**config.mk**
```make
export PLATFORM = sky130hd
export DESIGN_NAME = dmem_ctrl
export DESIGN_NICKNAME = d
export VERILOG_FILES = /design/src/rtl/dmem_ctrl_pkg.sv /design/src/rtl/dmem_lane_align.sv /design/src/rtl/dmem_ctrl.sv
export SDC_FILE = /design/constraint.sdc
export NUM_CORES = 1
export LEC_CHECK = 0
export BUFFER_PORTS_ARGS = -buffer_cell sky130_fd_sc_hd__buf_2
export CORE_UTILIZATION = 30
export DETAILED_ROUTE_END_ITERATION = 10
export SLEW_MARGIN = 20
export SYNTH_ARGS = -nofsm -noshare
export SYNTH_HDL_FRONTEND = slang
export SYNTH_SLANG_ARGS = --single-unit
```
**constraint.sdc**
```tcl
create_clock -name clk -period 2.5 [get_ports clk]
set_input_delay 0.375 -clock clk [delete_from_list [all_inputs] [get_ports clk]]
set_output_delay 0.375 -clock clk [all_outputs]
set_load 0.01 [all_outputs]
```
**src/rtl/dmem_ctrl_pkg.sv**
```systemverilog
// Shared definitions for the data-memory controller: access size encodings,
// controller FSM states and the byte-strobe mask helper.
// Optional feature macro used by this slice: DMEM_CTRL_ALIGN_CHECK_EN.
package dmem_ctrl_pkg;

  localparam logic [1:0] SZ_BYTE = 2'b00;
  localparam logic [1:0] SZ_HALF = 2'b01;
  localparam logic [1:0] SZ_WORD = 2'b10;

  typedef enum logic {
    ST_IDLE   = 1'b0,
    ST_ACCESS = 1'b1
  } state_e;

  // Unshifted byte-strobe mask for an access size; the illegal encoding 11
  // behaves as a word.
  function automatic logic [3:0] strb_mask(input logic [1:0] size);
    case (size)
      SZ_BYTE: strb_mask = 4'b0001;
      SZ_HALF: strb_mask = 4'b0011;
      default: strb_mask = 4'b1111;
    endcase
  endfunction

endpackage

```
**src/rtl/dmem_lane_align.sv**
```systemverilog
// Combinational byte-lane alignment: store strobes and lane-shifted write
// data, load extraction with sign/zero extension, and misalignment detection.
// Macro DMEM_CTRL_ALIGN_CHECK_EN: defined -> misaligned halves/words are
// flagged and suppressed; undefined -> the offset is forced into the word.
module dmem_lane_align
  import dmem_ctrl_pkg::*;
(
  input  logic [1:0]  size_i,
  input  logic        unsigned_i,
  input  logic [1:0]  offset_i,
  input  logic [31:0] wdata_i,
  input  logic [31:0] mem_rdata_i,
  output logic [3:0]  strb_o,
  output logic [31:0] wdata_o,
  output logic [31:0] rdata_o,
  output logic        misalign_o
);

  logic [1:0]  off;
  logic [31:0] shifted;
  logic        mis;

  // Effective lane offset and misalignment flag
  always_comb begin
    off = offset_i;
    mis = 1'b0;
`ifdef DMEM_CTRL_ALIGN_CHECK_EN
    case (size_i)
      SZ_BYTE: mis = 1'b0;
      SZ_HALF: mis = offset_i[0];
      default: mis = |offset_i;
    endcase
`else
    case (size_i)
      SZ_BYTE: off = offset_i;
      SZ_HALF: off = {offset_i[1], 1'b0};
      default: off = 2'b00;
    endcase
`endif
  end

  // Store strobes/data and load extraction with extension
  always_comb begin
    strb_o  = mis ? 4'b0000 : (strb_mask(size_i) << off);
    wdata_o = wdata_i << {off, 3'b000};
    shifted = mem_rdata_i >> {off, 3'b000};
    case (size_i)
      SZ_BYTE: rdata_o = {{24{~unsigned_i & shifted[7]}}, shifted[7:0]};
      SZ_HALF: rdata_o = {{16{~unsigned_i & shifted[15]}}, shifted[15:0]};
      default: rdata_o = shifted;
    endcase
    if (mis) rdata_o = '0;
    misalign_o = mis;
  end

endmodule

```
**src/rtl/dmem_ctrl.sv**
```systemverilog
// Two-port data-memory controller: round-robin arbitration between the
// load/store port (p0) and the loader port (p1), one access per two cycles,
// registered responses two cycles after grant.
// Macro DMEM_CTRL_ALIGN_CHECK_EN enables misaligned-access error reporting.
module dmem_ctrl
  import dmem_ctrl_pkg::*;
#(
  parameter int unsigned ADDR_W = 32
) (
  input  logic              clk,
  input  logic              rst_n,
  input  logic              p0_req,
  input  logic              p0_we,
  input  logic [1:0]        p0_size,
  input  logic              p0_unsigned,
  input  logic [ADDR_W-1:0] p0_addr,
  input  logic [31:0]       p0_wdata,
  output logic              p0_gnt,
  output logic              p0_rsp_valid,
  output logic [31:0]       p0_rdata,
  output logic              p0_err,
  input  logic              p1_req,
  input  logic              p1_we,
  input  logic [1:0]        p1_size,
  input  logic              p1_unsigned,
  input  logic [ADDR_W-1:0] p1_addr,
  input  logic [31:0]       p1_wdata,
  output logic              p1_gnt,
  output logic              p1_rsp_valid,
  output logic [31:0]       p1_rdata,
  output logic              p1_err,
  output logic [31:0]       mem_addr,
  output logic [31:0]       mem_din,
  output logic [3:0]        mem_we,
  input  logic [31:0]       mem_dout
);

  state_e              state_q, state_d;
  logic                last_q, last_d;
  logic                port_q, port_d;
  logic                we_q, we_d;
  logic [1:0]          size_q, size_d;
  logic                uns_q, uns_d;
  logic [ADDR_W-1:0]   addr_q, addr_d;
  logic [31:0]         wdata_q, wdata_d;
  logic [1:0]          rsp_valid_q;
  logic [1:0][31:0]    rdata_q;
  logic [1:0]          err_q;

  logic                sel;
  logic                in_access;
  logic [31:0]         addr32;
  logic [3:0]          lane_strb;
  logic [31:0]         lane_wdata;
  logic [31:0]         lane_rdata;
  logic                lane_mis;

  assign in_access = (state_q == ST_ACCESS);
  assign addr32    = 32'(addr_q);

  dmem_lane_align u_lane (
    .size_i      (size_q),
    .unsigned_i  (uns_q),
    .offset_i    (addr32[1:0]),
    .wdata_i     (wdata_q),
    .mem_rdata_i (mem_dout),
    .strb_o      (lane_strb),
    .wdata_o     (lane_wdata),
    .rdata_o     (lane_rdata),
    .misalign_o  (lane_mis)
  );

  // Arbitration, request latching and next-state selection
  always_comb begin
    state_d = state_q;
    last_d  = last_q;
    port_d  = port_q;
    we_d    = we_q;
    size_d  = size_q;
    uns_d   = uns_q;
    addr_d  = addr_q;
    wdata_d = wdata_q;
    sel     = 1'b0;
    p0_gnt  = 1'b0;
    p1_gnt  = 1'b0;
    case (state_q)
      ST_IDLE: begin
        if (rst_n && (p0_req || p1_req)) begin
          // On a tie the port that did not win last time goes next
          sel     = (p0_req && p1_req) ? ~last_q : p1_req;
          p0_gnt  = ~sel;
          p1_gnt  = sel;
          last_d  = sel;
          port_d  = sel;
          we_d    = sel ? p1_we       : p0_we;
          size_d  = sel ? p1_size     : p0_size;
          uns_d   = sel ? p1_unsigned : p0_unsigned;
          addr_d  = sel ? p1_addr     : p0_addr;
          wdata_d = sel ? p1_wdata    : p0_wdata;
          state_d = ST_ACCESS;
        end
      end
      ST_ACCESS: state_d = ST_IDLE;
    endcase
  end

  // Memory-side drive; strobes gated by reset so an abandoned access never writes
  always_comb begin
    mem_addr = in_access ? {addr32[31:2], 2'b00} : '0;
    mem_din  = in_access ? lane_wdata : '0;
    mem_we   = (in_access && rst_n && we_q) ? lane_strb : '0;
  end

  // State, latched request and registered per-port responses
  always_ff @(posedge clk) begin
    if (!rst_n) begin
      state_q     <= ST_IDLE;
      last_q      <= 1'b1;
      port_q      <= 1'b0;
      we_q        <= 1'b0;
      size_q      <= SZ_BYTE;
      uns_q       <= 1'b0;
      addr_q      <= '0;
      wdata_q     <= '0;
      rsp_valid_q <= '0;
      rdata_q     <= '0;
      err_q       <= '0;
    end else begin
      state_q     <= state_d;
      last_q      <= last_d;
      port_q      <= port_d;
      we_q        <= we_d;
      size_q      <= size_d;
      uns_q       <= uns_d;
      addr_q      <= addr_d;
      wdata_q     <= wdata_d;
      rsp_valid_q <= '0;
      if (in_access) begin
        rsp_valid_q[port_q] <= 1'b1;
        rdata_q[port_q]     <= we_q ? '0 : lane_rdata;
        err_q[port_q]       <= lane_mis;
      end
    end
  end

  assign p0_rsp_valid = rsp_valid_q[0];
  assign p1_rsp_valid = rsp_valid_q[1];
  assign p0_rdata     = rdata_q[0];
  assign p1_rdata     = rdata_q[1];
  assign p0_err       = err_q[0];
  assign p1_err       = err_q[1];

endmodule

```
**Word-level counts from Yosys, hierarchy flattened**

Cells that the tools add are included.

- Bits in registers: 139
- Input bits: 172
- Output and inout bits: 138
- Word-level logic and storage cells: 59

- Magnitude comparators: 2
- Eq/ne operators: 1
- Shift operators: 3
- Mux-type cells: 24
- Bitwise gates (word level): 8
- Reductions and logical operators: 9

Operators with widths:

| kind | count |
|---|---|
| 32-bit 2-to-1 mux | 6 |
| 64-bit bitwise mux | 1 |
| 32-bit case mux with 2 select lines | 1 |
| 32-bit demux with 1-bit select | 1 |
| 32-bit by 5-bit << shifter with 32-bit output | 1 |
| 32-bit by 5-bit >> shifter with 32-bit output | 1 |
| 1-bit 2-to-1 mux | 9 |
| 4-bit case mux with 2 select lines | 1 |
| 1-bit logical AND | 5 |
| 4-bit 2-to-1 mux | 1 |
| 1-bit NOT | 4 |
| 2-bit case mux with 2 select lines | 1 |
| 2-bit AND reduction | 2 |
| 4-bit by 2-bit << shifter with 4-bit output | 1 |
| 1-bit bitwise AND | 2 |
| 2-bit bitwise AND | 1 |
| 2-bit by 1-bit equality test with 1-bit output, second input constant | 1 |
| 2-bit zero test | 1 |
| 1-bit by 2-bit < comparator with 1-bit output, second input constant | 1 |
| 2-bit 2-to-1 mux | 1 |
| 2-bit NOT | 1 |
| 1-bit case mux with 2 select lines | 1 |
| 1-bit demux with 1-bit select | 1 |
| 1-bit greater-or-equal comparator, second input constant | 1 |
| 1-bit logical OR | 1 |

**Logic depth before layout (Yosys ltp)**

- Depth after elaboration: 7
- Mapped depth: 8
- Depth with buffers taken out: 5

**Modules after synthesis**

A second synthesis with hierarchy kept.

- Cell total of the unflattened synthesis: 1011
- Area, all modules: 7669.9 sq um

Modules (own cells, without submodules):

| module | times used | cells each | area an instance (sq um) | sequential area each (sq um) |
|---|---|---|---|---|
| dmem_ctrl | 1 | 822 | 6269.8 | 2782.7 |
| dmem_lane_align | 1 | 189 | 1400.1 | 0.0 |

**Worst setup path before layout**

No wires, ideal clock.

- Path type: register to output
- From: reg size_q[0]
- To: out mem_din[30]
- Arrival time: 1731 ps
- Required time: 2125 ps
- Path slack: 394 ps
- Cell stages (with the launch flop): 7
- Buffers on the path: 3
- Cell sequence: dfxtp_1 buf_4 or3b_2 buf_2 buf_2 mux4_2 and2_1

- Cells in the longest elaborated chain, start to end: 4

Ends and longest elaborated chain:

| item | RTL line | RTL |
|---|---|---|
| start: declaration | dmem_ctrl.sv:42 | `logic [1:0] size_q, size_d;` |
| start signal: assignment | dmem_ctrl.sv:133 | `size_q <= size_d;` |
| 2-bit by 1-bit equality test with 1-bit output / 2-bit zero test (equally long branches) | dmem_lane_align.sv:34 | `case (size_i)` |
| 2-bit case mux with 2 select lines (*) | dmem_lane_align.sv:34 |  |
| 32-bit by 5-bit << shifter with 32-bit output (*) | dmem_lane_align.sv:45 | `wdata_o = wdata_i << {off, 3'b000};` |
| 32-bit 2-to-1 mux (*) | dmem_ctrl.sv:110 | `mem_din = in_access ? lane_wdata : '0;` |
| end: declaration | dmem_ctrl.sv:33 | `output logic [31:0] mem_din,` |

Mark *: on every way between the ends. The rest lies on a longest branch, timed or not.

**Worst setup path after layout**

- From: reg size_q[1]
- To: out mem_din[31]

The elaborated chain is that of the path after synthesis.

==> summary.md <==
| Metric | Value |
|---|---|
| Total GRT Usage | `20.84%` |
| CTS Buffer Depth | `2` |
| Yosys reg bits | `about 140` |
| Yosys cell types | `37` |
| GP Congestion | `0.8746` |
| Peak supply drop | `0.0004062 V` |
| Setup_tns | `0 ps` |
| Fin. Hold Viols | `0` |
| Share of cells above drive strength 1 | `42.47%` |
| Slowest cell on crit path | `or3b_4` |
| Die W | `149.9 microns` |
| Commonest non-fill, non-tap cells in the layout | `307 x buf_2, 136 x dfxtp_1, 77 x nor2b_1` |
| Row count | `53` |
| Final Cell Area | `between 9000 and 10,000 sq um` |
| Vias/cell | `5.322` |
| Area contributors post-synth | `dfxtp_1 42%, a222oi_1 11%, nor2b_1 7.4%` |
| Max-slew headroom | `48.07%` |
| Syn-to-layout area delta | `39.37%` |
| Avg Cell Area, Syn | `approximately 9.5 sq um` |
| H-tree depth | `4` |
| Boundary Pins | `310` |
| Outcome | `finished, final reports clean` |
| DP HPWL | `roughly 17,000 microns` |
| P per Cell Area | `673.4 nW/um^2` |
| Kind of critical path | `flop to output port` |
| CTS clock-pin slew for the worst setup and hold paths | `70 ps` |
| Ant diodes | `0` |
| CP Capture Type | `output port` |
| Clk_lat worst skew | `430 ps` |
| Hold WS | `228.2 ps` |
| WL/cell | `19.01 microns` |
| CP max stage delay | `470 ps` |
| Fin crit share | `96.06%` |
| DIE AREA | `22,480 sq um` |
| Post-Syn Area | `between 6000 and 7000 sq um` |
| Final net count | `1,155` |
| Initial Utilization | `30.94%` |
| CTS tree | `done` |
| DRT Pass-1 Iters | `8` |
| Final Slew Violations | `0` |
| Lkg Pwr | `around 0.0042 uW` |
| Post-route insts no fill | `1,271` |
| Via count | `6,764` |
| Largest net degree at the start of global routing | `71` |
| Clk root buf | `clkbuf_16` |
| IO Port Bufs | `307` |
| Worst Hold Class | `input pin to flop` |
| Routed Antenna Nets | `0` |
| Initial antenna violation count | `2` |
| Chip Height | `149.9 microns` |
| Total power | `6161 uW` |
| Vias in the first global route | `6,318` |
| Syn Inst Count | `692` |
| Leading area contributor after synthesis | `dfxtp_1` |
| F_max | `416.4 MHz` |
| CORE AREA | `21,220 sq um` |
| Post-route DRC violation count | `0` |
| YS warnings | `0` |
| Most common cell after layout, fill and taps aside | `buf_2` |
| WP data arrival | `2030 ps` |
| Critical path peak fanout | `6` |
| RSZ-0062 raised after global routing | `false` |
| WL final | `roughly 24,000 microns` |
| Minimum clock period | `2401 ps` |
| Yosys top cell area share | `42.39%` |
| Final setup viols | `0` |
| Placed Area | `8428 sq um` |
| Placed insts | `~1,200` |
| Startpoint Class | `flop` |
| First-pass GRT wire length | `35,480 microns` |
| Critical Path RT | `around 2100 ps` |
| Number of max-cap violations | `0` |
| Clock Sinks | `139` |
| Register area share after synthesis | `a little over two fifths` |
| Setup Skew | `16.72 ps` |
| Least-Margin Pin Slew | `between 700 and 800 ps` |
| Crit path cell chain | `or3b_4, buf_4, mux4_2, and2_1, buf_2` |
| Global route overflow | `0` |
| Initial DRC Count | `723` |
| Clock buffer count from CTS | `17` |
[synth_stat cells]
master      n
mux4_2      8
or3b_2      1
a22o_1     32
buf_2       9
o21ai_0    26
a222oi_1   69
o22ai_1     1
a22oi_1     6
a31oi_1     3
or3_1       3
and3_1     10
or2_2       1
nand2b_1   18
buf_6       3
buf_4       3
o221a_4     1
o31ai_4     2
o221ai_1    6
and2_1     51
o221a_2    12
nand3_1    19
mux2i_1    16
and2_0      1
dfxtp_1   139
nor3_1      5
inv_1      10
nor2b_1    78
a21boi_0    1
nand2_1    40
conb_1      1
a211oi_4    3
mux2_2      6
o21ai_1     1
a21oi_1    27
nor2b_4     1
nor2_1     20
clkbuf_1   59
[final timing paths]
check | startpoint | depth (start not counted) | end | slack, ps
worst max register to register | addr32[0] | 7 | p1_rdata[28] | 420
worst min-delay path | p0_wdata[30] | 3 | wdata_q[30] | 230
worst min register to register | last_q | 2 | last_q | 460
worst max-delay path | size_q[1] | 5 | mem_din[31] | 100
[where the power goes]
part	switching, uW	internal (uW)
Clock	1070	1550
Sequential	117	2360
Combinational	563	501
[through the flow]
stage	util, %	setup slack (ps)
after floorplan	-	394.0
after global placement	39.72	236.8
after detailed placement	39.72	212.0
after CTS	42.71	-12.69
after global routing	43.12	10.14
final	43.12	98.60
[per-layer routing]
| metal | share of wire, % | up-vias | GRT usage, % |
|---|---|---|---|
| li1 | - | 3176 | - |
| met1 | 45 | 3221 | 28.17 |
| met2 | 45 | 332 | 32.06 |
| met3 | 8.0 | 31 | 5.640 |
| met4 | 1.6 | 4 | 6.465 |
| met5 | 0.11 | - | 0 |
[timing repair]
action	CTS	global route
endpoints found under the setup margin	32	21
cloned	0	3
pin swaps	1	1
hold buffers	0	0
gates resized for setup	9	9
buffers inserted	0	3
[sequential cells by signal (all words and copies together), names as in the netlist, 2 cells and up]
register	count
addr32	32
err_q	2
p0_rdata	32
p1_rdata	32
rsp_valid_q	2
size_q	2
wdata_q	32
[cells by family (layout without fill, tap and decap cells)]
family | Yosys count | after routing | synth area share [%]
other | 1 | 2 | 0.05712
AND/OR/NAND/NOR | 248 | 250 | 21.04
flip-flops | 139 | 139 | 42.39
buffers and inverters | 84 | 385 | 5.489
multiplexers | 30 | 30 | 6.213
AO/OA/AOI/OAI | 190 | 190 | 24.81
[final cells by class]
class                      count  area, sq um
fill                        2102        12070
multi-input combinational    472         3486
sequential                   139         2789
timing repair buffer         343         1886
clock buffer                  19        452.9
tap                          275        344.1
clock inverter                13        155.1
inverter                      10        37.54
[critical path, delay by kind of cell (launching register included)]
kind / cells / cell delay, ps
buffers and inverters: 2 / 310
multiplexers: 1 / 270
flip-flops: 1 / 370
AND/OR/NAND/NOR: 2 / 650
Power figures use the tool's default switching activity.
